==> src/rtl/pipe_skid_reg_pkg.sv <==
// Shared pipeline definitions: stage occupancy states and the RV32 NOP encoding.
package pipe_skid_reg_pkg;

    typedef enum logic [1:0] {
        StEmpty = 2'd0,
        StOne   = 2'd1,
        StTwo   = 2'd2
    } stage_state_e;

    // addi x0, x0, 0
    localparam logic [31:0] RV32_NOP = 32'h0000_0013;

endpackage

==> src/rtl/pipe_skid_reg.sv <==
// Two-entry pipeline stage register (main + skid) with flush and a saturating bubble counter.
// Outputs always come from the main entry; the skid entry absorbs one beat of back-pressure.
module pipe_skid_reg
    import pipe_skid_reg_pkg::*;
#(
    parameter int unsigned PAYLOAD_W = 72,
    parameter logic [31:0] NOP_INSTR = RV32_NOP,
    parameter int unsigned CNT_W     = 16
) (
    input  logic                 i_clk,
    input  logic                 i_rst_n,
    input  logic                 i_valid,
    output logic                 o_ready,
    input  logic [31:0]          i_pc,
    input  logic [31:0]          i_instr,
    input  logic [PAYLOAD_W-1:0] i_payload,
    input  logic                 i_flush,
    output logic                 o_valid,
    input  logic                 i_ready,
    output logic [31:0]          o_pc,
    output logic [31:0]          o_instr,
    output logic [PAYLOAD_W-1:0] o_payload,
    output logic [CNT_W-1:0]     o_bubble_cnt
);

    typedef struct packed {
        logic [31:0]          pc;
        logic [31:0]          instr;
        logic [PAYLOAD_W-1:0] payload;
    } entry_t;

    localparam entry_t EmptyEntry = '{pc: '0, instr: NOP_INSTR, payload: '0};

    stage_state_e     state_q, state_d;
    entry_t           main_q, main_d;
    entry_t           skid_q, skid_d;
    entry_t           in_entry;
    logic [CNT_W-1:0] cnt_q, cnt_d;
    logic             in_fire, out_fire;

    assign o_valid  = (state_q != StEmpty);
    assign o_ready  = (state_q != StTwo);
    assign in_fire  = i_valid & o_ready;
    assign out_fire = o_valid & i_ready;
    assign in_entry = '{pc: i_pc, instr: i_instr, payload: i_payload};

    always_comb begin
        state_d = state_q;
        main_d  = main_q;
        skid_d  = skid_q;
        if (i_flush) begin
            // Flush wins over any same-cycle input; an output fire is simply consumed.
            state_d = StEmpty;
            main_d  = EmptyEntry;
            skid_d  = '0;
        end else begin
            unique case (state_q)
                StEmpty: begin
                    if (in_fire) begin
                        main_d  = in_entry;
                        state_d = StOne;
                    end
                end
                StOne: begin
                    if (in_fire && out_fire) begin
                        main_d = in_entry;
                    end else if (in_fire) begin
                        skid_d  = in_entry;
                        state_d = StTwo;
                    end else if (out_fire) begin
                        main_d  = EmptyEntry;
                        state_d = StEmpty;
                    end
                end
                StTwo: begin
                    if (out_fire) begin
                        main_d  = skid_q;
                        state_d = StOne;
                    end
                end
                default: begin
                    main_d  = EmptyEntry;
                    skid_d  = '0;
                    state_d = StEmpty;
                end
            endcase
        end
    end

    always_comb begin
        cnt_d = cnt_q;
        if (!o_valid && (cnt_q != {CNT_W{1'b1}})) begin
            cnt_d = cnt_q + CNT_W'(1);
        end
    end

    always_ff @(posedge i_clk or negedge i_rst_n) begin
        if (!i_rst_n) begin
            state_q <= StEmpty;
            main_q  <= EmptyEntry;
            skid_q  <= '0;
            cnt_q   <= '0;
        end else begin
            state_q <= state_d;
            main_q  <= main_d;
            skid_q  <= skid_d;
            cnt_q   <= cnt_d;
        end
    end

    assign o_pc         = main_q.pc;
    assign o_instr      = main_q.instr;
    assign o_payload    = main_q.payload;
    assign o_bubble_cnt = cnt_q;

endmodule
==> config.mk <==
export PLATFORM = sky130hd
export DESIGN_NAME = pipe_skid_reg
export DESIGN_NICKNAME = d
export VERILOG_FILES = /design/src/rtl/pipe_skid_reg_pkg.sv /design/src/rtl/pipe_skid_reg.sv
export SDC_FILE = /design/constraint.sdc
export NUM_CORES = 1
export LEC_CHECK = 0
export ABC_AREA = 1
export CAP_MARGIN = 20
export CORE_MARGIN = 3
export CORE_UTILIZATION = 53
export DETAILED_ROUTE_END_ITERATION = 16
export MAX_ROUTING_LAYER = met4
export PLACE_DENSITY = 0.81
export SYNTH_ARGS = -nofsm -noshare
export SYNTH_HDL_FRONTEND = slang
export SYNTH_SLANG_ARGS = --single-unit
==> constraint.sdc <==
create_clock -name i_clk -period 1.8 [get_ports i_clk]
set_input_delay 0.54 -clock i_clk [delete_from_list [all_inputs] [get_ports i_clk]]
set_output_delay 0.54 -clock i_clk [all_outputs]
set_load 0.01 [all_outputs]
* After elaboration in Yosys (flattened, before gate mapping)
Index checks and enable logic that the tools add are counted.
W data, S select, Z words.
** Word-level totals
- Memory bits (read-only) :: 0
- RAM bits :: 0
- Input port bits :: 141
- Bits in latches :: 0
- Flip-flop bits (word level) :: 290
- Output and inout bits :: 154
- Logic and storage cells :: 49
- Memories :: 0
** Cells by class
- Bitwise logic cells :: 2
- Reductions and logical operators :: 9
- Multiply operators :: 0
- Equality and inequality tests :: 12
- Multiplexer cells :: 17
- Shifts and indexed selects :: 0
- Order comparisons :: 0
- Div/mod/pow operators :: 0
- $add $sub $neg :: 1
** Operators with widths (count)
- $mux W136 :: 8
- $pmux W136 S3 :: 1
- $pmux W136 S2 :: 1
- $add A16 B1 Y16 const B :: 1
- $ne A16 B16 Y1 const B :: 1
- $mux W2 :: 6
- $ne A3 B3 Y1 const B :: 4
- $ne A4 B4 Y1 const B :: 3
- $reduce_and A4 Y1 :: 2
- $pmux W2 S3 :: 1
- $reduce_and A3 Y1 :: 1
- $and A1 B1 Y1 :: 2
- $eq A2 B1 Y1 const B :: 1
- $eq A2 B2 Y1 const B :: 1
- $logic_and A1 B1 Y1 :: 2
- $logic_not A2 Y1 :: 1
- $ne A2 B1 Y1 const B :: 1
- $ne A2 B2 Y1 const B :: 1
- $reduce_bool A2 Y1 :: 1
- $reduce_or A2 Y1 :: 1
- $logic_not A1 Y1 :: 1

* Depth between registers and ports, before layout
- Depth after elaboration :: 7
- Depth in mapped cells :: 10
- Mapped depth without buffers :: 8

* Worst setup path before layout
Ideal clock, no wire load.
- Path kind :: register to register
- Start :: register cnt_q[0] (netlist: o_bubble_cnt[0])
- End :: register cnt_q[12] (netlist: o_bubble_cnt[12])
- Setup time :: 0.126 ns
- Arrival time :: 1.560 ns
- Slack :: 0.113 ns
- Cell stages (with the launch flop) :: 10
- Buffers on the path :: 1
- Cells stage by stage :: dfrtp_1 > ha_1 > inv_1 > nor2_1 > nand2_1 > nor2_1 > nor2_1 > buf_2 > nand2_1 > o21ai_0
** Between the ends
- Cells in the longest elaborated chain, start to end :: 2
- Elaborated cells between the ends (all ways) :: 3
** Ends and longest elaborated chain
- start, declared :: RTL line pipe_skid_reg.sv:38 : logic [CNT_W-1:0] cnt_q, cnt_d;
- start signal, assigned :: RTL line pipe_skid_reg.sv:107 : cnt_q <= cnt_d;
- parallel branches: the longest is 2 deep, another holds $add A16 B1 Y16
Parallel ways; which one is timed is not known.
A chain may end at the register's enable or synchronous reset.

* Worst setup path after layout
- Start :: register state_q[0]
- End :: output port o_valid
** Between the ends
- Cells in the longest elaborated chain, start to end :: 1
** Ends and longest elaborated chain
- start, declared :: RTL line pipe_skid_reg.sv:34 : stage_state_e state_q, state_d;
- start signal, assigned :: RTL line pipe_skid_reg.sv:99 : state_q <= StEmpty;
- start signal, assigned :: RTL line pipe_skid_reg.sv:104 : state_q <= state_d;
- $reduce_bool A2 Y1 :: RTL line pipe_skid_reg.sv:41 : assign o_valid = (state_q != StEmpty);
- end, declared :: RTL line pipe_skid_reg.sv:18 : output logic o_valid,
No other way between the ends.

==> reports/results.ini <==
[place]
hpwl_um=30100
io_buffers=294
gp_congestion=0.832
postPlaceCellArea_um2=19000
pre_cts_ws_ps=-445

[timing]
fmax_mhz=517
setup_viol=3
setup_slack_ps=-133
worst_clock_skew_ps=12.1
worst_pin_slew_ps=617
slew_headroom=0.589
slew_viol_final=0
hold_viol=0
whs_ps=452
period_needed_ps=1930
finalCritPeriodShare=1.07
rsz0062_at_grt=yes

[run_status]
status=complete, but fails checks
violations=negative setup slack

[routing]
ant_nets=0
vias=15800
drc_errors=0
detail_route.wl_per_cell_um=17.2
drtIter0Drc=1600
drt-pass1-iter-count=7
routed_via_density=5.49
wirelength_um=49300

[synth]
synth_warnings=0
yosys.area.top_type=dfrtp_1
netlist_top_cells_area=dfrtp_1, nand2_1, o21ai_0
synthDistinctLibCells=27
ys.flop_type=dfrtp_1
synth_top_area_frac=0.472
synthTopCellsByCount=nand2_1, dfrtp_1, nor2_1
syn_area_um2=15200
ys_seq_area_frac=0.477
syn_inst=2159
synth_nets=2301
synth_most_common_cell=nand2_1
async_flop_share=1.00
synth_edf_count=0
syn_area_per_cell_um2=7.05
synth-seq-cells=290

[setup_path]
cp_data_arrival_time_ps=1390
reg2reg_setup_slack_ps=-20
crit_type=reg2out
startpoint_type=flip-flop
reg2reg_from=state_q[0]
cp_max_fo=3
crit_path_start=state_q[0]
ff2ff_path_depth=9
timing.rr.end=o_instr[6]
cp.required_ps=1260
end_kind=primary output

[grt]
grt_max_degree=101
grt.overflow.total=0
grt_pass1_vias=15400
antenna_found_initial=2
grt.total_usage=0.307
grt_pass1_wl_um=76100

[power]
power.density_nw_per_um2=959
finalPower_w=0.0196
leakage_nw=10.0
vdd_drop_max_mv=0.748

[clocking]
cts_tree=done
clock_sinks=290
h-tree-depth=1
cts_buffers=31
clk_latency_ps=560
clk_pin_slew_ps=60
cts-root-buf=clkbuf_16
clockBufferDepth=3

[layout]
fin_area_um2=20400
layout-drive-gt1-share=0.0918
fillers=2154
finish.utilization=0.729
syn_to_final_growth_pct=34.2
nets=2614

[floorplanning]
num_rows=61
die_area_um2=30800
ios=295
die-height_um=175
core-area_um2=28000
start_util=0.543
die_x_um=175

[min_path]
min_from=i_flush
hold_path_depth=4
hold_path.class=in2reg
min_to=state_q[0]

[job]
maxCapViolCount=0

## routing by layer
metal | up-vias | wire [µm] | global-route usage
met2 | 854 | 23900 | 0.506
li1 | 7403 | - | -
met5 | - | 0 | -
met3 | 137 | 4390 | 0.0547
met4 | 0 | 1720 | 0.110
met1 | 7390 | 19400 | 0.385
## report_power, final
group | internal, W | switching [W]
Combinational | 0.00222 | 0.00313
Clock | 0.00384 | 0.00264
Sequential | 0.00728 | 0.000463
Total | 0.0133 | 0.00623
## what timing repair did
item | CTS | global route
cloned | 0 | 10
endpoints found under the hold margin | 20 | 0
gates resized for setup | 250 | 67
setup buffers | 7 | 18
hold buffers | 1 | 0
endpoints found under the setup margin | 173 | 321
pin swaps | 1 | 4
## how the worst max path moves through the flow
| stage | slack [ps] | depth (start not counted) | endpoint |
|---|---|---|---|
| after floorplan | 110 | 9 | o_bubble_cnt[12] |
| after global placement | -370 | 9 | o_pc[19] |
| after detailed placement | -440 | 9 | o_pc[15] |
| after CTS | -210 | 4 | o_ready |
| after global routing | -180 | 4 | o_valid |
| final | -130 | 4 | o_valid |
## layout by cell type, fill, tap and decap left out, drive strengths merged
cell and instances:
a21oi 1, a31oi 1, buf 147, bufinv 2
clkbuf 61, clkdlybuf4s15 67, clkdlybuf4s50 137, clkinv 3
dfrtp 287, dfstp 3, diode 2, dlygate4sd2 65
dlygate4sd3 1, dlymetal6s2s 1, ha 1, inv 123
nand2 895, nand3 112, nand4 9, nor2 223
nor3 99, o211ai 1, o21ai 250, o31ai 1
xnor2 2, xor2 2
## cell type report
type | count | area (µm²) | share of cell area
diodes | 2 | 5.00 | 0.000245
repair buffers | 429 | 4450 | 0.218
clock inverters | 5 | 75.1 | 0.00368
well taps | 378 | 473 | 0.0232
inverters | 123 | 479 | 0.0235
clock buffers | 50 | 947 | 0.0464
flip-flops and latches | 290 | 7260 | 0.356
multi-input cells | 1597 | 6720 | 0.329
## state kept, by name, summed over array words and instances, names as in the netlist
signal,flops
o_bubble_cnt,16
state_q,2
o_payload,72
o_pc,32
o_instr,32
skid_q,136
## through the flow
step / instances / TNS (ps)
2_1_floorplan: 2159 / 0
3_3_place_gp: 2780 / -83000
3_5_place_dp: 2781 / -93780
4_1_cts: 2844 / -296
5_1_grt: 2874 / -3220
6_report: 2874 / -283
## critical path: stages, from the launching register on
cell     delay [ps]
dfrtp_2         410
buf_4           150
nor2_4          100
inv_4            60
buf_6           110
## cells by family (layout without fill, tap and decap cells)
group / Yosys count / in the layout / share of synthesized area
AO/OA/AOI/OAI: 254 / 254 / 0.0845
XOR/XNOR: 4 / 4 / 0.00230
adder cells (fa/ha/maj): 1 / 1 / 0.000822
buffers and inverters: 272 / 607 / 0.0850
flip-flops: 290 / 290 / 0.477
other: 0 / 2 / 0
AND/OR/NAND/NOR: 1338 / 1338 / 0.350
No activity file was read; power rests on OpenSTA's default activity.
